**config.mk**
```make
export PLATFORM = sky130hd
export DESIGN_NAME = ps2_event_queue
export DESIGN_NICKNAME = d
export VERILOG_FILES = /design/src/rtl/ps2_event_queue_pkg.sv /design/src/rtl/ps2_evt_fifo.sv /design/src/rtl/ps2_event_queue.sv
export SDC_FILE = /design/constraint.sdc
export NUM_CORES = 1
export LEC_CHECK = 0
export ABC_AREA = 1
export BUFFER_PORTS_ARGS = -buffer_cell sky130_fd_sc_hd__buf_4
export CAP_MARGIN = 20
export CORE_MARGIN = 1.5
export CORE_UTILIZATION = 30
export CTS_CLUSTER_DIAMETER = 40
export CTS_CLUSTER_SIZE = 16
export DETAILED_ROUTE_END_ITERATION = 7
export GPL_TIMING_DRIVEN = 0
export PLACE_DENSITY_LB_ADDON = 0.25
export SLEW_MARGIN = 30
export SYNTH_ARGS = -nofsm -noshare
export SYNTH_HDL_FRONTEND = slang
export SYNTH_SLANG_ARGS = --single-unit
```
**constraint.sdc**
```tcl
create_clock -name clk -period 2.73 [get_ports clk]
set_input_delay 0.546 -clock clk [delete_from_list [all_inputs] [get_ports clk]]
set_output_delay 0.546 -clock clk [all_outputs]
set_load 0.03 [all_outputs]
```
**src/rtl/ps2_event_queue_pkg.sv**
```systemverilog
// Shared constants and watchdog state encoding for the PS/2 event queue.
package ps2_event_queue_pkg;

    localparam int EVT_W       = 10;
    localparam int DEPTH_DEF   = 8;
    localparam int TIMEOUT_DEF = 25000;

    localparam logic [3:0] BIT_CNT_MAX = 4'd10;

    typedef enum logic [1:0] {
        WD_IDLE    = 2'd0,
        WD_FRAME   = 2'd1,
        WD_RECOVER = 2'd2
    } wd_state_e;

    // An 11-bit PS/2 frame is counted 0..10, then wraps.
    function automatic logic [3:0] bit_cnt_inc(input logic [3:0] cnt);
        return (cnt == BIT_CNT_MAX) ? 4'd0 : cnt + 4'd1;
    endfunction

endpackage

```
**src/rtl/ps2_evt_fifo.sv**
```systemverilog
// First-word-fall-through event FIFO with sticky overflow and synchronous flush.
module ps2_evt_fifo #(
    parameter int DEPTH = 8,
    parameter int EVT_W = 10
) (
    input  logic             clk,
    input  logic             rst,
    input  logic             push,
    input  logic [EVT_W-1:0] push_data,
    input  logic             ack,
    input  logic             flush,
    output logic [EVT_W-1:0] data,
    output logic             valid,
    output logic [4:0]       count,
    output logic             overflow
);

    localparam int AW = (DEPTH > 1) ? $clog2(DEPTH) : 1;

    logic [EVT_W-1:0] mem [DEPTH];
    logic [AW-1:0]    wr_ptr;
    logic [AW-1:0]    rd_ptr;
    logic             full;
    logic             pop;
    logic             do_push;

    assign valid   = (count != 5'd0);
    assign full    = (count == 5'(DEPTH));
    assign pop     = valid && ack;
    // A pop in the same cycle frees the slot, so a full FIFO still accepts the push.
    assign do_push = push && (!full || pop);
    assign data    = valid ? mem[rd_ptr] : '0;

    // NOTE: the storage array has no reset; ev_data is masked to zero while empty instead.
    always_ff @(posedge clk) begin
        if (do_push && !flush) begin
            mem[wr_ptr] <= push_data;
        end
    end

    always_ff @(posedge clk or negedge rst) begin
        if (!rst) begin
            wr_ptr   <= '0;
            rd_ptr   <= '0;
            count    <= '0;
            overflow <= 1'b0;
        end else if (flush) begin
            wr_ptr   <= '0;
            rd_ptr   <= '0;
            count    <= '0;
            overflow <= 1'b0;
        end else begin
            if (do_push) wr_ptr <= wr_ptr + AW'(1);
            if (pop)     rd_ptr <= rd_ptr + AW'(1);
            if (push && !do_push) overflow <= 1'b1;
            case ({do_push, pop})
                2'b10:   count <= count + 5'd1;
                2'b01:   count <= count - 5'd1;
                default: count <= count;
            endcase
        end
    end

endmodule

```
**src/rtl/ps2_event_queue.sv**
```systemverilog
// PS/2 event queue: decoder-event FIFO plus a frame watchdog that resets a stalled decoder.
module ps2_event_queue
    import ps2_event_queue_pkg::*;
#(
    parameter int DEPTH   = DEPTH_DEF,
    parameter int TIMEOUT = TIMEOUT_DEF
) (
    input  logic             clk,
    input  logic             rst,
    input  logic             ps2_clk,
    input  logic [EVT_W-1:0] rx_data,
    input  logic             rx_ready,
    output logic             rx_rst,
    output logic [EVT_W-1:0] ev_data,
    output logic             ev_valid,
    input  logic             ev_ack,
    input  logic             flush,
    output logic [4:0]       fifo_count,
    output logic             overflow,
    output logic [7:0]       timeout_cnt
);

    localparam int TW = $clog2(TIMEOUT + 1);

    logic [2:0]    sync;
    logic          fall;
    logic          rx_ready_q;
    logic          push;
    wd_state_e     state, state_next;
    logic [3:0]    bit_cnt, bit_cnt_next;
    logic [TW-1:0] timer, timer_next;
    logic          rec_cnt, rec_next;
    logic          tcnt_inc;

    assign fall   = sync[2] && !sync[1];
    assign rx_rst = (state != WD_RECOVER);
    assign push   = rx_ready && !rx_ready_q && rx_rst && !flush;

    // NOTE: registers use non-blocking assignments so every stage samples pre-edge values.
    always_ff @(posedge clk or negedge rst) begin
        if (!rst) begin
            sync        <= '0;
            rx_ready_q  <= 1'b0;
            state       <= WD_IDLE;
            bit_cnt     <= '0;
            timer       <= '0;
            rec_cnt     <= 1'b0;
            timeout_cnt <= '0;
        end else begin
            sync        <= {sync[1:0], ps2_clk};
            rx_ready_q  <= rx_ready;
            state       <= state_next;
            bit_cnt     <= bit_cnt_next;
            timer       <= timer_next;
            rec_cnt     <= rec_next;
            if (tcnt_inc && timeout_cnt != 8'hFF) begin
                timeout_cnt <= timeout_cnt + 8'd1;
            end
        end
    end

    // NOTE: every output of this block gets a default first, so no path can infer a latch.
    always_comb begin
        state_next   = state;
        bit_cnt_next = bit_cnt;
        timer_next   = timer;
        rec_next     = 1'b0;
        tcnt_inc     = 1'b0;
        case (state)
            WD_IDLE: begin
                if (fall) begin
                    bit_cnt_next = bit_cnt_inc(bit_cnt);
                    timer_next   = '0;
                    if (bit_cnt_next != 4'd0) state_next = WD_FRAME;
                end
            end
            WD_FRAME: begin
                if (fall) begin
                    bit_cnt_next = bit_cnt_inc(bit_cnt);
                    timer_next   = '0;
                    if (bit_cnt_next == 4'd0) state_next = WD_IDLE;
                end else if (timer == TW'(TIMEOUT - 1)) begin
                    state_next = WD_RECOVER;
                end else begin
                    timer_next = timer + TW'(1);
                end
            end
            WD_RECOVER: begin
                // Edges are ignored here; the decoder is held in reset for two cycles.
                bit_cnt_next = '0;
                timer_next   = '0;
                rec_next     = !rec_cnt;
                if (rec_cnt) begin
                    state_next = WD_IDLE;
                    tcnt_inc   = 1'b1;
                end
            end
            default: state_next = WD_IDLE;
        endcase
    end

    ps2_evt_fifo #(
        .DEPTH (DEPTH),
        .EVT_W (EVT_W)
    ) u_fifo (
        .clk       (clk),
        .rst       (rst),
        .push      (push),
        .push_data (rx_data),
        .ack       (ev_ack),
        .flush     (flush),
        .data      (ev_data),
        .valid     (ev_valid),
        .count     (fifo_count),
        .overflow  (overflow)
    );

endmodule

```
# After elaboration in Yosys (flattened, before gate mapping)
# Memory sizes are Yosys's and may differ from the RTL's.
# Cells that the tools add are included.
dict set report totals {
  register_bits 46
  mem_bits_rw 80
  inputBits 16
  output_inout_bits 26
  memories 1
}
dict set report op_classes {
  n_reduce_logical 30
  eq_ne 16
  mux 28
  addsub 7
}
# name depth width read_ports rd_ports_with_merged_regs write_ports line
set mem_list {}
lappend mem_list {u_fifo.mem 8 10 1 0 1 ps2_evt_fifo.sv:20} ;# logic [EVT_W-1:0] mem [DEPTH];
# op n
set op_table {}
lappend op_table {{15-bit 2-to-1 mux} 3}
lappend op_table {{15-bit case mux with 3 select lines} 1}
lappend op_table {{15-bit by 1-bit adder with 15-bit output, second input constant} 1}
lappend op_table {{15-bit == test, second input constant} 1}
lappend op_table {{2-bit 2-to-1 mux} 6}
lappend op_table {{3-bit 2-to-1 mux} 4}
lappend op_table {{10-bit 2-to-1 mux} 1}
lappend op_table {{5-bit case mux with 2 select lines} 1}
lappend op_table {{1-bit logical AND} 9}
lappend op_table {{3-bit != test, second input constant} 3}
lappend op_table {{8-bit by 1-bit adder with 8-bit output, second input constant} 1}
lappend op_table {{4-bit 2-to-1 mux} 2}
lappend op_table {{2-bit != test, second input constant} 4}
lappend op_table {{8-bit != test, second input constant} 1}
lappend op_table {{4-bit case mux with 2 select lines} 1}
lappend op_table {{2-bit nonzero test} 4}
lappend op_table {{1-bit 2-to-1 mux} 7}
lappend op_table {{3-bit by 1-bit adder with 3-bit output, second input constant} 2}
lappend op_table {{1-bit zero test} 6}
lappend op_table {{2-bit case mux with 3 select lines} 1}
lappend op_table {{3-bit nonzero test} 2}
lappend op_table {{5-bit by 1-bit adder with 5-bit output, second input constant} 1}
lappend op_table {{5-bit by 4-bit == test with 1-bit output, second input constant} 1}
lappend op_table {{5-bit 2-to-1 mux} 1}
lappend op_table {{15 further kinds} 17}

# Logic depth before layout (Yosys ltp)
dict set report logic_depth {
  word_depth 9
  ltp_mapped 16
  mapped_depth_nobuf 16
}

# Modules after synthesis
# From an unflattened synthesis, not the netlist that was laid out.
dict set report unflattened {
  hier_cells 606
  hier_area_um2 5926.9
}
# module cells_per_inst n_inst area_per_inst_um2
set modules_own_cells {}
lappend modules_own_cells {ps2_evt_fifo 353 1 3940.0}
lappend modules_own_cells {ps2_event_queue 253 1 1986.9}

# Worst setup path before layout
# OpenSTA, ideal clock, no wires.
dict set report synth_timing {
  path_type {reg2out}
  startpoint {reg u_fifo.count[0]}
  endpoint {out ev_data[0]}
  t_required_ns 2.184
  arrival_time_ns 1.780
  path_stages_with_launch 6
  path_slack_ns 0.404
  cell_sequence {dfrtp_1 > nor2_1 > nand3_1 > clkbuf_1 > o21ai_0 > nor2_1}
}
dict set report synth_between {
  elab_chain_cells 2
}
# item line
set synth_lines {}
lappend synth_lines {{start: declaration} ps2_evt_fifo.sv:14} ;# output logic [4:0] count,
lappend synth_lines {{start signal: assignment} ps2_evt_fifo.sv:57} ;# 2'b10: count <= count + 5'd1;
lappend synth_lines {{start signal: assignment} ps2_evt_fifo.sv:58} ;# 2'b01: count <= count - 5'd1;
lappend synth_lines {{start signal: assignment} ps2_evt_fifo.sv:59} ;# default: count <= count;
lappend synth_lines {{5-bit nonzero test} ps2_evt_fifo.sv:27} ;# assign valid = (count != 5'd0);
lappend synth_lines {{via ev_valid} ps2_event_queue.sv:15} ;# output logic ev_valid,
lappend synth_lines {{10-bit 2-to-1 mux} ps2_evt_fifo.sv:32} ;# assign data = valid ? mem[rd_ptr] : '0;
lappend synth_lines {{end: declaration} ps2_event_queue.sv:14} ;# output logic [EVT_W-1:0] ev_data,
# The timed path passes the listed nets, and every way through them passes these cells.

# Worst setup path in the final report
dict set report layout_timing {
  startpoint {reg u_fifo.rd_ptr[0]}
  endpoint {out ev_data[2]}
}
dict set report layout_between {
  elab_chain_cells 2
}
# item line
set layout_lines {}
lappend layout_lines {{start: declaration} ps2_evt_fifo.sv:22} ;# logic [AW-1:0] rd_ptr;
lappend layout_lines {{start signal: assignment} ps2_evt_fifo.sv:54} ;# if (pop) rd_ptr <= rd_ptr + AW'(1);
lappend layout_lines {{memory read 8 x 10 bit} n/a}
lappend layout_lines {{10-bit 2-to-1 mux} ps2_evt_fifo.sv:32}
# No other way between the ends.

==> results.md <==
Status:
- The run finished with clean final reports.

Route:
- The met2 wirelength from detailed routing is 6880 um.
- The average wire per cell in the routed design is 15.0 um.
- In this run the top signal layer used is met4.
- The first TritonRoute pass finished after 5 iterations.
- The number of DRC markers in iteration 0 is 283.
- Wires add up to 13900 um.
- The number of vias in the routed layout is 4325.
- The mean number of vias per cell is 4.65.
- In the final routing, the length of wire on met1 measures 6300 um.
- For this run, design rule violations remaining after detail routing come to 0.
- The number of nets with antenna violations after detailed routing is 0.
- The met3 wirelength from detailed routing is 636 um.

Critical path:
- The number of cells on the worst reg-to-reg path is 16.
- STA classifies the critical path endpoint as an output port.
- The maximum fanout encountered on the critical timing path is 10.
- The slowest stage of the critical path is the sky130_fd_sc_hd__dfrtp_2 cell.
- The required time of the worst setup path is 2.18 ns.
- The most critical setup path has its startpoint at u_fifo.rd_ptr[0].
- The class of the most critical setup path is flip-flop to output port.
- Across all register-to-register paths, the minimum setup slack is 0.36 ns.
- In this design, the critical path's most frequently occurring cell is sky130_fd_sc_hd__nor2_1.
- The worst flop-to-flop path startpoint is u_fifo.count[0].
- Data arrives at the worst endpoint at 2.01 ns.
- Traced cell by cell, the critical path runs through buf_2, nor2_1, o32ai_1, nor2_1, nor2_1, buf_4.
- The sort of element at the start of the critical path is a flip-flop.
- The maximum cell stage delay along the critical path is 0.42 ns.
- The worst register-to-register path ends at u_fifo.count[4].
- The capture point of the critical path is ev_data[2].

Power:
- Dividing total power by cell area gives a power density of about 970 mW/mm2.
- Power comes to 6.92 mW.
- In this run the static leakage power is 2.89 nW.
- The largest voltage drop on the vdd net is 0.548 mV.

Clocking:
- The CTS root buffer is sky130_fd_sc_hd__clkbuf_16.
- Clock-pin slew was measured on the worst setup and hold paths at 0.06 ns.
- For this design, the sink count on the clock tree is between 100 and 150.
- The CTS buffer count is 17.
- For this design, the CTS-stage hold fixing added 0 buffers.
- The maximum level of the CTS H-tree is 4.
- The TritonCTS clock tree is done.
- The clock latency of the later-clocked register in the worst-skew pair is 0.42 ns.
- The maximum clock path buffer count is 2.

Yosys:
- The largest area contributor in the netlist is sky130_fd_sc_hd__edfxtp_1.
- The number of warnings issued by yosys is 0.
- Synthesis produced a netlist whose cell count is between 500 and 600.
- The mean area per synthesized cell is 9.70 um2.
- The sequential share of the synthesized area is 0.611.
- The net count of the mapped netlist is 625.
- The share of the synthesized area in the top cell type is 0.413.
- Synthesis instantiated 32 different standard cells from the library.
- The area of the mapped netlist is a little under 0.006 mm2.
- The post-synthesis sequential element count is 126.
- Sorting the synthesized cells by area gives the leading types as sky130_fd_sc_hd__edfxtp_1 (41%), sky130_fd_sc_hd__dfrtp_1 (20%), sky130_fd_sc_hd__nor2_1 (7.2%).

Timing:
- The final setup violation count is 0.
- For the final routed database, the setup TNS stands at 0 ns.
- Measured against its own limit, the worst slew margin works out to 0.380.
- The number of pins with negative max-slew slack in the final report is 0.
- Setup repair after global routing left no endpoint under its margin.
- Timing would allow up to 0.392 GHz.
- The final hold violation count is 0.
- At the pin with the least slew margin, the transition time is about 0.9 ns.
- In the finished design, the share of the clock period the worst path needs comes to 0.936.
- Counting I/O delays and the setup requirement, the final critical path takes ~2.6 ns.
- Across the routed clock network, the largest skew measured is approximately 0.010 ns.

GRT:
- The remaining global-route overflow is 0.
- The pin count of the biggest net entering global routing is 47.
- The overall routing resource usage is 0.147.
- The first global-routing pass estimated 22100 um of wire.
- The number of antenna violations at the first check in global routing is 0.
- The number of global-route vias before repair is 4355.

Placement:
- Detailed placement finished with a half-perimeter wire length of 9590 um.
- The count of buffers inserted at the top-level ports is 41.
- Routability-driven placement finished with a final weighted congestion of 0.817.

Floorplan:
- The floorplan step set the die width to 142 um.
- The floorplan die height is ~140 um.
- For this configuration, the core starts out at a cell density of 0.309.
- The area of the placeable core is 0.0188 mm2.
- The cell row count is 50.
- The count of pins on the block boundary is 42.
- The die outline area is 0.0202 mm2.

Final layout:
- The number of nets in the finished design is 685.
- The total of fill cells in the finished design is 1871.
- The diode insertion count for antenna repair is 0.
- Of the cells placed in the final design, the portion with a size suffix greater than 1 is 0.162.
- Relative to the synthesized area, the layout overhead comes to 22.1%.

Flow run:
- The max-capacitance violation count is 0.

Min path:
- The min-delay analysis places its worst path in the category input pin to async pin.
==> worst min path at each step <==
stage	slack, ns	startpoint	endpoint	cells past startpoint
global route	0.20	rst	u_fifo.count[2]	1
global placement	0.34	sync[0]	sync[1]	0
floorplan	0.25	rst	bit_cnt[0]	0
finish	0.14	rst	u_fifo.count[2]	1
detailed placement	0.34	sync[0]	sync[1]	0
CTS	0.17	rst	u_fifo.count[2]	1
==> power breakdown <==
group	switching [mW]	internal, mW	leakage (nW)	total (mW)
Sequential	0.124	2.16	1.34	2.28
Combinational	1.52	0.736	1.26	2.26
Clock	0.851	1.53	0.299	2.38
==> Yosys cell counts (all sizes together) <==
cell type	instances
a21boi	1
a21oi	8
a32o	1
buf	7
clkbuf	9
dfrtp	46
edfxtp	80
fa	1
ha	9
inv	60
nand2	108
nand3	37
nand3b	1
nand4	12
nor2	116
nor3	5
o211ai	1
o21ai	71
o22ai	5
o32ai	10
xnor2	3
xor2	8
==> logic make-up after synthesis <==
group                    after synthesis  synth area share
AO/OA/AOI/OAI                         97            0.0941
XOR/XNOR                              11            0.0166
adder cells (fa/ha/maj)               10            0.0228
buffers and inverters                 76            0.0512
flip-flops                           126             0.611
AND/OR/NAND/NOR                      279             0.204
==> cell usage in the layout (no fill, tap or decap), types with 2 or more instances in the layout <==
cell	n
sky130_fd_sc_hd__nor2_1	106
sky130_fd_sc_hd__clkbuf_1	4
sky130_fd_sc_hd__ha_1	9
sky130_fd_sc_hd__inv_6	3
sky130_fd_sc_hd__nand2_4	2
sky130_fd_sc_hd__nand2_1	101
sky130_fd_sc_hd__nand3_1	36
sky130_fd_sc_hd__a21oi_2	2
sky130_fd_sc_hd__a21oi_1	6
sky130_fd_sc_hd__buf_4	43
sky130_fd_sc_hd__bufinv_16	4
sky130_fd_sc_hd__nor2_2	10
sky130_fd_sc_hd__o22ai_1	5
sky130_fd_sc_hd__clkbuf_2	5
sky130_fd_sc_hd__dfrtp_1	45
sky130_fd_sc_hd__o21ai_0	67
sky130_fd_sc_hd__o32ai_1	10
sky130_fd_sc_hd__nand2_2	5
sky130_fd_sc_hd__clkinv_4	3
sky130_fd_sc_hd__clkbuf_16	17
sky130_fd_sc_hd__clkbuf_4	2
sky130_fd_sc_hd__nor3_1	3
sky130_fd_sc_hd__inv_1	57
sky130_fd_sc_hd__buf_2	3
sky130_fd_sc_hd__xor2_1	8
sky130_fd_sc_hd__nor3_2	2
sky130_fd_sc_hd__inv_2	3
sky130_fd_sc_hd__o21ai_1	4
sky130_fd_sc_hd__nand4_1	12
sky130_fd_sc_hd__xnor2_1	3
sky130_fd_sc_hd__edfxtp_1	80
==> critical path, delay by kind of cell (launching register included) <==
kind | cells | cell delay, ns
AO/OA/AOI/OAI | 1 | 0.29
flip-flops | 1 | 0.42
AND/OR/NAND/NOR | 3 | 0.41
buffers and inverters | 2 | 0.48
==> routing by layer <==
| layer | vias up | global-route usage |
|---|---|---|
| li1 | 2152 | - |
| met1 | 2079 | 0.174 |
| met2 | 86 | 0.250 |
| met3 | 8 | 0.0441 |
| met4 | 0 | 0.0564 |
| met5 | - | 0 |
==> per-stage QoR <==
step	hold WS, ns	cell area [um2]	setup slack [ns]	instances	util
after floorplan	0.250	5810	0.404	599	-
after global placement	0.338	6450	0.0911	900	0.342
after detailed placement	0.337	6450	0.0236	900	0.342
after CTS	0.167	7070	0.0136	931	0.375
after global routing	0.196	7100	0.00651	931	0.377
final	0.136	7100	0.176	931	0.377
==> flip-flops by register name (all words and copies together), names as in the netlist <==
register and count:
u_fifo.overflow 1, timeout_cnt 8, rec_cnt 1, sync 3, u_fifo.wr_ptr 3, bit_cnt 4
u_fifo.mem 80, state 2, timer 15, u_fifo.rd_ptr 3, u_fifo.count 5, rx_ready_q 1
==> area by class of cell <==
class	instances	area, um2	share of cell area
Clock buffer	18	429	0.0604
Multi-Input combinational cell	397	1980	0.278
Buffer	16	92.6	0.0130
Sequential cell	126	3550	0.501
Inverter	60	225	0.0317
Timing Repair Buffer	41	308	0.0433
Tap cell	260	325	0.0458
Clock inverter	13	189	0.0266
==> repair_timing <==
| item | in CTS | in global routing |
|---|---|---|
| setup buffers | 0 | 0 |
| endpoints found under the setup margin | 8 | 10 |
| pin swaps | 0 | 1 |
| resized for setup | 3 | 19 |
Power figures use the tool's default switching activity.
